$ cat config.mk
export PLATFORM = sky130hd
export DESIGN_NAME = token_decoder_flat
export DESIGN_NICKNAME = d
export VERILOG_FILES = /design/src/rtl/tokenizer_pkg.sv /design/src/rtl/token_decoder_if.sv /design/src/rtl/token_decoder_vocab_seeker.sv /design/src/rtl/token_decoder.sv /design/src/flat_wrapper.sv
export SDC_FILE = /design/constraint.sdc
export NUM_CORES = 1
export LEC_CHECK = 0
export CAP_MARGIN = 25
export CORE_UTILIZATION = 54
export CTS_BUF_LIST = sky130_fd_sc_hd__clkbuf_2 sky130_fd_sc_hd__clkbuf_4 sky130_fd_sc_hd__clkbuf_8
export DETAILED_ROUTE_END_ITERATION = 6
export PLACE_DENSITY_LB_ADDON = 0.12
export SETUP_SLACK_MARGIN = 0.3
export SYNTH_ARGS = -nofsm -noshare
export SYNTH_HDL_FRONTEND = slang
export SYNTH_HIERARCHICAL = 1
export SYNTH_SLANG_ARGS = --single-unit
$ cat constraint.sdc
create_clock -name clk -period 2.3 [get_ports clk]
set_input_delay 0.575 -clock clk [delete_from_list [all_inputs] [get_ports clk]]
set_output_delay 0.575 -clock clk [all_outputs]
set_load 0.02 [all_outputs]
$ cat src/rtl/tokenizer_pkg.sv
// Types and constants shared by the tokenizer encoder and token_decoder.
package tokenizer_pkg;

  typedef enum logic [3:0] {
    IDLE,
    CREQ,
    CUSE,
    SREQ,
    SUSE,
    VREQ,
    VUSE,
    TERM,
    DONE,
    ERR
  } decoder_state;

  localparam int NULL_CHAR = 0;
  localparam int END_CODE  = 0;

endpackage

$ cat src/rtl/token_decoder_if.sv
// Bus between token_decoder (master) and its code/vocab/output SRAMs plus control.
interface token_decoder_if #(
  parameter int ADDR_WIDTH = 4,
  parameter int DATA_WIDTH = 8
);
  // Control handshake: start is a level request, accepted only when the decoder
  // is not busy; busy rises the cycle after acceptance and falls exactly when
  // done or err rises. SRAM reads return data one cycle after the address.
  logic                  start;
  logic [ADDR_WIDTH-1:0] code_addr;
  logic [DATA_WIDTH-1:0] code_rdata;
  logic [ADDR_WIDTH-1:0] vocab_addr;
  logic [DATA_WIDTH-1:0] vocab_rdata;
  logic [ADDR_WIDTH-1:0] out_addr;
  logic [DATA_WIDTH-1:0] out_wdata;
  logic                  out_we;
  logic                  busy;
  logic                  done;
  logic                  err;
  logic [ADDR_WIDTH-1:0] char_count;

  modport master (
    input  start, code_rdata, vocab_rdata,
    output code_addr, vocab_addr, out_addr, out_wdata, out_we,
           busy, done, err, char_count
  );

  modport slave (
    output start, code_rdata, vocab_rdata,
    input  code_addr, vocab_addr, out_addr, out_wdata, out_we,
           busy, done, err, char_count
  );
endinterface

$ cat src/rtl/token_decoder_vocab_seeker.sv
// One step of the vocab seek scan: decides match / end-of-vocab / advance
// for the byte just read at va while looking for entry number target.
module vocab_seeker
  import tokenizer_pkg::*;
#(
  parameter int ADDR_WIDTH = 4,
  parameter int DATA_WIDTH = 8
) (
  input  logic [DATA_WIDTH-1:0] target,
  input  logic [ADDR_WIDTH-1:0] va,
  input  logic [DATA_WIDTH-1:0] idx,
  input  logic                  prev_zero,
  input  logic [DATA_WIDTH-1:0] rdata,
  output logic                  found,
  output logic                  seek_err,
  output logic [ADDR_WIDTH-1:0] nxt_va,
  output logic [DATA_WIDTH-1:0] nxt_idx
);
  logic byte_zero;
  logic end_hit;

  // A zero at an entry start is an empty entry, which marks the vocab end.
  assign byte_zero = (rdata == DATA_WIDTH'(NULL_CHAR));
  assign end_hit   = byte_zero && prev_zero;
  assign found     = !end_hit && (idx == target);
  assign seek_err  = end_hit || (!found && (va == '1));
  assign nxt_va    = va + ADDR_WIDTH'(1);
  assign nxt_idx   = byte_zero ? idx + DATA_WIDTH'(1) : idx;
endmodule

$ cat src/rtl/token_decoder.sv
// Expands a zero-terminated code stream into characters via the vocab SRAM.
// Optional TOKEN_DECODER_LAST_HIT_EN resumes seeks from the last decoded entry.
module token_decoder
  import tokenizer_pkg::*;
#(
  parameter int ADDR_WIDTH = 4,
  parameter int DATA_WIDTH = 8
) (
  input  logic                   clk,
  input  logic                   rst_n,
  token_decoder_if.master        bus,
  output decoder_state           state_dbg
);
  localparam logic [ADDR_WIDTH-1:0] ADDR_MAX = '1;

  decoder_state          state;
  logic [ADDR_WIDTH-1:0] ac;
  logic [ADDR_WIDTH-1:0] va;
  logic [ADDR_WIDTH-1:0] ao;
  logic [DATA_WIDTH-1:0] target;
  logic [DATA_WIDTH-1:0] idx;
  logic                  prev_zero;
  logic [ADDR_WIDTH-1:0] out_addr_q;
  logic [DATA_WIDTH-1:0] out_wdata_q;
  logic                  out_we_q;
  logic                  busy_q;
  logic                  done_q;
  logic                  err_q;
  logic [ADDR_WIDTH-1:0] count_q;

`ifdef TOKEN_DECODER_LAST_HIT_EN
  logic                  hit_valid;
  logic [DATA_WIDTH-1:0] hit_code;
  logic [ADDR_WIDTH-1:0] hit_va;
`endif

  logic                  found;
  logic                  seek_err;
  logic [ADDR_WIDTH-1:0] nxt_va;
  logic [DATA_WIDTH-1:0] nxt_idx;
  logic                  code_end;
  logic                  vbyte_zero;

  assign code_end   = (bus.code_rdata == DATA_WIDTH'(END_CODE));
  assign vbyte_zero = (bus.vocab_rdata == DATA_WIDTH'(NULL_CHAR));

  vocab_seeker #(
    .ADDR_WIDTH (ADDR_WIDTH),
    .DATA_WIDTH (DATA_WIDTH)
  ) u_seeker (
    .target    (target),
    .va        (va),
    .idx       (idx),
    .prev_zero (prev_zero),
    .rdata     (bus.vocab_rdata),
    .found     (found),
    .seek_err  (seek_err),
    .nxt_va    (nxt_va),
    .nxt_idx   (nxt_idx)
  );

  // Address registers drive the SRAMs directly; the write port is registered
  // separately so out_addr still names the slot while ao has moved on.
  assign bus.code_addr  = ac;
  assign bus.vocab_addr = va;
  assign bus.out_addr   = out_addr_q;
  assign bus.out_wdata  = out_wdata_q;
  assign bus.out_we     = out_we_q;
  assign bus.busy       = busy_q;
  assign bus.done       = done_q;
  assign bus.err        = err_q;
  assign bus.char_count = count_q;
  assign state_dbg      = state;

  always_ff @(posedge clk or negedge rst_n) begin
    if (!rst_n) begin
      state       <= IDLE;
      ac          <= '0;
      va          <= '0;
      ao          <= '0;
      target      <= '0;
      idx         <= '0;
      prev_zero   <= 1'b0;
      out_addr_q  <= '0;
      out_wdata_q <= '0;
      out_we_q    <= 1'b0;
      busy_q      <= 1'b0;
      done_q      <= 1'b0;
      err_q       <= 1'b0;
      count_q     <= '0;
`ifdef TOKEN_DECODER_LAST_HIT_EN
      hit_valid   <= 1'b0;
      hit_code    <= '0;
      hit_va      <= '0;
`endif
    end else begin
      out_we_q <= 1'b0;
      case (state)
        IDLE, DONE, ERR: begin
          if (bus.start) begin
            ac      <= '0;
            ao      <= '0;
            count_q <= '0;
            done_q  <= 1'b0;
            err_q   <= 1'b0;
            busy_q  <= 1'b1;
`ifdef TOKEN_DECODER_LAST_HIT_EN
            hit_valid <= 1'b0;
`endif
            state   <= CREQ;
          end
        end
        CREQ: state <= CUSE;
        CUSE: begin
          if (code_end) begin
            state <= TERM;
          end else begin
            target    <= bus.code_rdata;
            prev_zero <= 1'b1;
`ifdef TOKEN_DECODER_LAST_HIT_EN
            // Entries are ordered, so a code at or past the cached one can
            // resume the scan at the cached entry start.
            if (hit_valid && (bus.code_rdata >= hit_code)) begin
              va  <= hit_va;
              idx <= hit_code;
            end else begin
              va  <= '0;
              idx <= DATA_WIDTH'(1);
            end
`else
            va  <= '0;
            idx <= DATA_WIDTH'(1);
`endif
            state <= SREQ;
          end
        end
        SREQ: state <= SUSE;
        SUSE: begin
          if (seek_err) begin
            err_q  <= 1'b1;
            busy_q <= 1'b0;
            state  <= ERR;
          end else if (found) begin
`ifdef TOKEN_DECODER_LAST_HIT_EN
            hit_valid <= 1'b1;
            hit_code  <= target;
            hit_va    <= va;
`endif
            state <= VREQ;
          end else begin
            va        <= nxt_va;
            idx       <= nxt_idx;
            prev_zero <= vbyte_zero;
            state     <= SREQ;
          end
        end
        VREQ: state <= VUSE;
        VUSE: begin
          if (!vbyte_zero) begin
            // The last slot is reserved for the terminator.
            if (ao == ADDR_MAX) begin
              err_q  <= 1'b1;
              busy_q <= 1'b0;
              state  <= ERR;
            end else begin
              out_addr_q  <= ao;
              out_wdata_q <= bus.vocab_rdata;
              out_we_q    <= 1'b1;
              ao          <= ao + ADDR_WIDTH'(1);
              count_q     <= count_q + ADDR_WIDTH'(1);
              va          <= va + ADDR_WIDTH'(1);
              state       <= VREQ;
            end
          end else if (ac == ADDR_MAX) begin
            err_q  <= 1'b1;
            busy_q <= 1'b0;
            state  <= ERR;
          end else begin
            ac    <= ac + ADDR_WIDTH'(1);
            state <= CREQ;
          end
        end
        TERM: begin
          out_addr_q  <= ao;
          out_wdata_q <= DATA_WIDTH'(NULL_CHAR);
          out_we_q    <= 1'b1;
          done_q      <= 1'b1;
          busy_q      <= 1'b0;
          state       <= DONE;
        end
        default: state <= IDLE;
      endcase
    end
  end
endmodule

$ cat src/flat_wrapper.sv
// flat-port wrapper written by rule: the top's interface ports become plain ports
module token_decoder_flat import tokenizer_pkg::*;
#(
  parameter int ADDR_WIDTH = 4,
  parameter int DATA_WIDTH = 8
)
  (clk, rst_n, state_dbg, bus_start, bus_code_rdata, bus_vocab_rdata, bus_code_addr, bus_vocab_addr, bus_out_addr, bus_out_wdata, bus_out_we, bus_busy, bus_done, bus_err, bus_char_count);
  token_decoder_if #(.ADDR_WIDTH(ADDR_WIDTH), .DATA_WIDTH(DATA_WIDTH)) bus_i ();
  input  logic clk;
  input  logic rst_n;
  output decoder_state state_dbg;
  input wire logic [$bits(bus_i.start)-1:0] bus_start;
  input wire logic [$bits(bus_i.code_rdata)-1:0] bus_code_rdata;
  input wire logic [$bits(bus_i.vocab_rdata)-1:0] bus_vocab_rdata;
  output wire logic [$bits(bus_i.code_addr)-1:0] bus_code_addr;
  output wire logic [$bits(bus_i.vocab_addr)-1:0] bus_vocab_addr;
  output wire logic [$bits(bus_i.out_addr)-1:0] bus_out_addr;
  output wire logic [$bits(bus_i.out_wdata)-1:0] bus_out_wdata;
  output wire logic [$bits(bus_i.out_we)-1:0] bus_out_we;
  output wire logic [$bits(bus_i.busy)-1:0] bus_busy;
  output wire logic [$bits(bus_i.done)-1:0] bus_done;
  output wire logic [$bits(bus_i.err)-1:0] bus_err;
  output wire logic [$bits(bus_i.char_count)-1:0] bus_char_count;
  assign bus_i.start = bus_start;
  assign bus_i.code_rdata = bus_code_rdata;
  assign bus_i.vocab_rdata = bus_vocab_rdata;
  assign bus_code_addr = bus_i.code_addr;
  assign bus_vocab_addr = bus_i.vocab_addr;
  assign bus_out_addr = bus_i.out_addr;
  assign bus_out_wdata = bus_i.out_wdata;
  assign bus_out_we = bus_i.out_we;
  assign bus_busy = bus_i.busy;
  assign bus_done = bus_i.done;
  assign bus_err = bus_i.err;
  assign bus_char_count = bus_i.char_count;
  token_decoder #(.ADDR_WIDTH(ADDR_WIDTH), .DATA_WIDTH(DATA_WIDTH)) u_core (.clk(clk), .rst_n(rst_n), .bus(bus_i), .state_dbg(state_dbg));
endmodule
==> reports/qor.yml <==
port_buffers: 50
synth_nets: 307
crit_path_max_fanout: 6
drtIter0Drc: 300
cts_made_buffers: 5
grt_usage: 0.280
status: "completed"
yosys_most_used_dff: "dfrtp_1"
gp_congestion: 0.880
die_area_sq_um: 5540
final_cell_mix: "50 x dfrtp_1, 46 x buf_4, 41 x nand2_1"
antenna_found_initial: 0
leakagePower_nw: 1.92
avgSynthCellArea_sq_um: 10.0
crit_path_cell_trace: "buf_2 -> or4_4 -> nor2_4 -> a211oi_4 -> buf_4 -> nor4_4 -> buf_4 -> buf_6 -> nor3_1 -> a21oi_1"
clock-root-buffer: "clkbuf_8"
worst_hold_slack_ps: 233
finalHoldViolations: 0
critical_path_class: "in2reg"
drtPass1Iterations: 5
final_nets: 400
tightestPinTransition_ps: 692
synth_cells: 282
cp_data_arrival_time_ps: 2490
via_per_inst: 6.08
powerDensity_nw_per_um2: 992
synth_seq_area_share: 0.468
dp_hpwl_um: 5140
setup.worst_path.start_class: "input pin"
clock.fmax_ghz: 0.440
syn-cell-area_sq_um: 2830
async_reset_ff_frac: 1.00
clk_path_buf_depth: 2
pin_count: 51
ir_drop_mv: 0.687
hold_class: "in2async"
clk_latency_ps: 310
postCtsHoldBufs: 0
drt-total-wl_um: 8210
core_sq_um: 4880
max_slew_margin: 0.538
area_growth_pct: 40.2
drc: 0
synth.distinct_cells: 49
clock_sinks: 53
num_antenna_cells: 0
cts_tree: "yes"
period_share: 0.989
overflow: 0
clk_pin_slew_ps: 100
wire_per_inst_um: 18.5
setup_viol_count_final: 0
vias: 2693
synth_edf_count: 0
period_needed_ps: 2270
fp-row-count: 25
ctsHtreeMaxLevel: 2
final_max_slew_viol_count: 0
grt_pass1_wl_um: 11700
crit_path_top_delay_cell: "or4_4"
drive_above_1_share: 0.295
layout_commonest_cell: "dfrtp_1"
cp_common_cell: "buf_4"
start_util: 0.581
worstPathRequired_ps: 2510
fin_total_pwr_w: 0.00394
synth_seq_cells: 53
die_height_um: 74.4
drtAntennaViolNets: 0
max_stage_delay_ps: 550
cp-end-kind: "flop"
rsz0062_at_grt: "yes"
grt_pass1_vias: 2506
grt_max_degree: 34
yosys_warnings: 6
die_w_um: 74.4
clock_skew_ps: 3.85
cap_viol_max_count: 0
path summary, 6_finish.rpt:
path / from / to / slack [ps] / cells after the start
worst max-delay path: bus_vocab_rdata[1] / u_core/prev_zero / 30 / 10
worst min-delay path: rst_n / u_core/bus.char_count[3] / 230 / 1
worst max register to register: u_core/idx[2] / u_core/bus.vocab_addr[1] / 110 / 8
worst min register to register: u_core/bus.char_count[3] / u_core/bus.char_count[3] / 480 / 1
max in group asynchronous: rst_n / u_core/idx[2] / 1490 / 2
min in group clk: u_core/bus.char_count[3] / u_core/bus.char_count[3] / 480 / 1
state kept, by name, indices dropped and copies added (netlist names):
name	cells
u_core/ao	4
u_core/bus.busy	1
u_core/bus.char_count	4
u_core/bus.code_addr	4
u_core/bus.done	1
u_core/bus.err	1
u_core/bus.out_addr	4
u_core/bus.out_wdata	8
u_core/bus.out_we	1
u_core/bus.vocab_addr	4
u_core/idx	8
u_core/prev_zero	1
u_core/state_dbg	4
u_core/target	8
per-stage QoR:
step / setup WS [ps] / instances / instance area [sq um] / setup TNS [ps] / utilization
4_1_cts: 184 / 435 / 3830 / 0 / 0.786
6_report: 25.3 / 443 / 3970 / 0 / 0.814
3_5_place_dp: -489 / 424 / 3700 / -13620 / 0.759
5_1_grt: 31.9 / 443 / 3970 / 0 / 0.814
3_3_place_gp: -437 / 424 / 3700 / -11240 / 0.759
2_1_floorplan: -28.2 / 282 / 2900 / -84.5 / -
cell usage after synthesis, types with 3 or more instances:
library cell	number	area, sq um
dfrtp_1	53	1330
a21oi_1	7	35.0
o21ai_0	11	55.1
xor2_1	6	52.6
nand2_1	43	161
or4_4	3	33.8
clkbuf_1	4	15.0
o211ai_1	5	37.5
nor2_1	12	45.0
nand4_1	7	43.8
and3_1	5	31.3
buf_2	7	35.0
xnor2_1	11	96.3
or3_1	4	25.0
a22o_1	7	61.3
ha_1	6	75.1
nor4_1	5	31.3
nor3_1	3	15.0
inv_1	8	30.0
nand3_1	24	120
mux2i_1	5	50.1
mux2_2	15	169
kinds of logic (layout without fill, tap and decap cells):
family / Yosys count / count (layout) / synth area share
XOR/XNOR: 17 / 17 / 0.0526
adder cells (fa/ha/maj): 6 / 6 / 0.0265
buffers and inverters: 20 / 114 / 0.0309
multiplexers: 21 / 21 / 0.0813
AND/OR/NAND/NOR: 119 / 119 / 0.223
flip-flops: 53 / 53 / 0.468
AO/OA/AOI/OAI: 46 / 46 / 0.117
critical path: cells and delay by family:
kind | cells | cell delay (ps)
AO/OA/AOI/OAI | 2 | 310
buffers and inverters | 4 | 580
AND/OR/NAND/NOR | 4 | 1030
metal layers:
layer	up-vias	GRT usage	routed length, um
li1	1212	-	-
met1	1324	0.362	3310
met2	127	0.460	4120
met3	30	0.0759	543
met4	0	0.0860	239
met5	-	0	0
power by group:
| part | internal, W | total, W | switching [W] |
|---|---|---|---|
| combinational | 0.000946 | 0.00193 | 0.000985 |
| sequential | 0.00119 | 0.00145 | 0.000258 |
| clock | 0.000227 | 0.000557 | 0.000329 |
layout make-up:
cell class                 instances  area (sq um)
multi-input combinational        209          1580
sequential                        53          1330
fill                             321           908
timing repair buffer              98           857
tap                               67          83.8
clock buffer                       6          76.3
inverter                           8          30.0
clock inverter                     2          15.0
repair_timing:
item | in CTS | in global routing
setup buffers | 3 | 7
gates resized for setup | 46 | 18
pin swaps | 7 | 9
gates cloned | 0 | 1
endpoints found under the setup margin | 55 | 35
endpoints found under the hold margin | 0 | 0
Note: power is estimated with default switching activity, not from simulation.
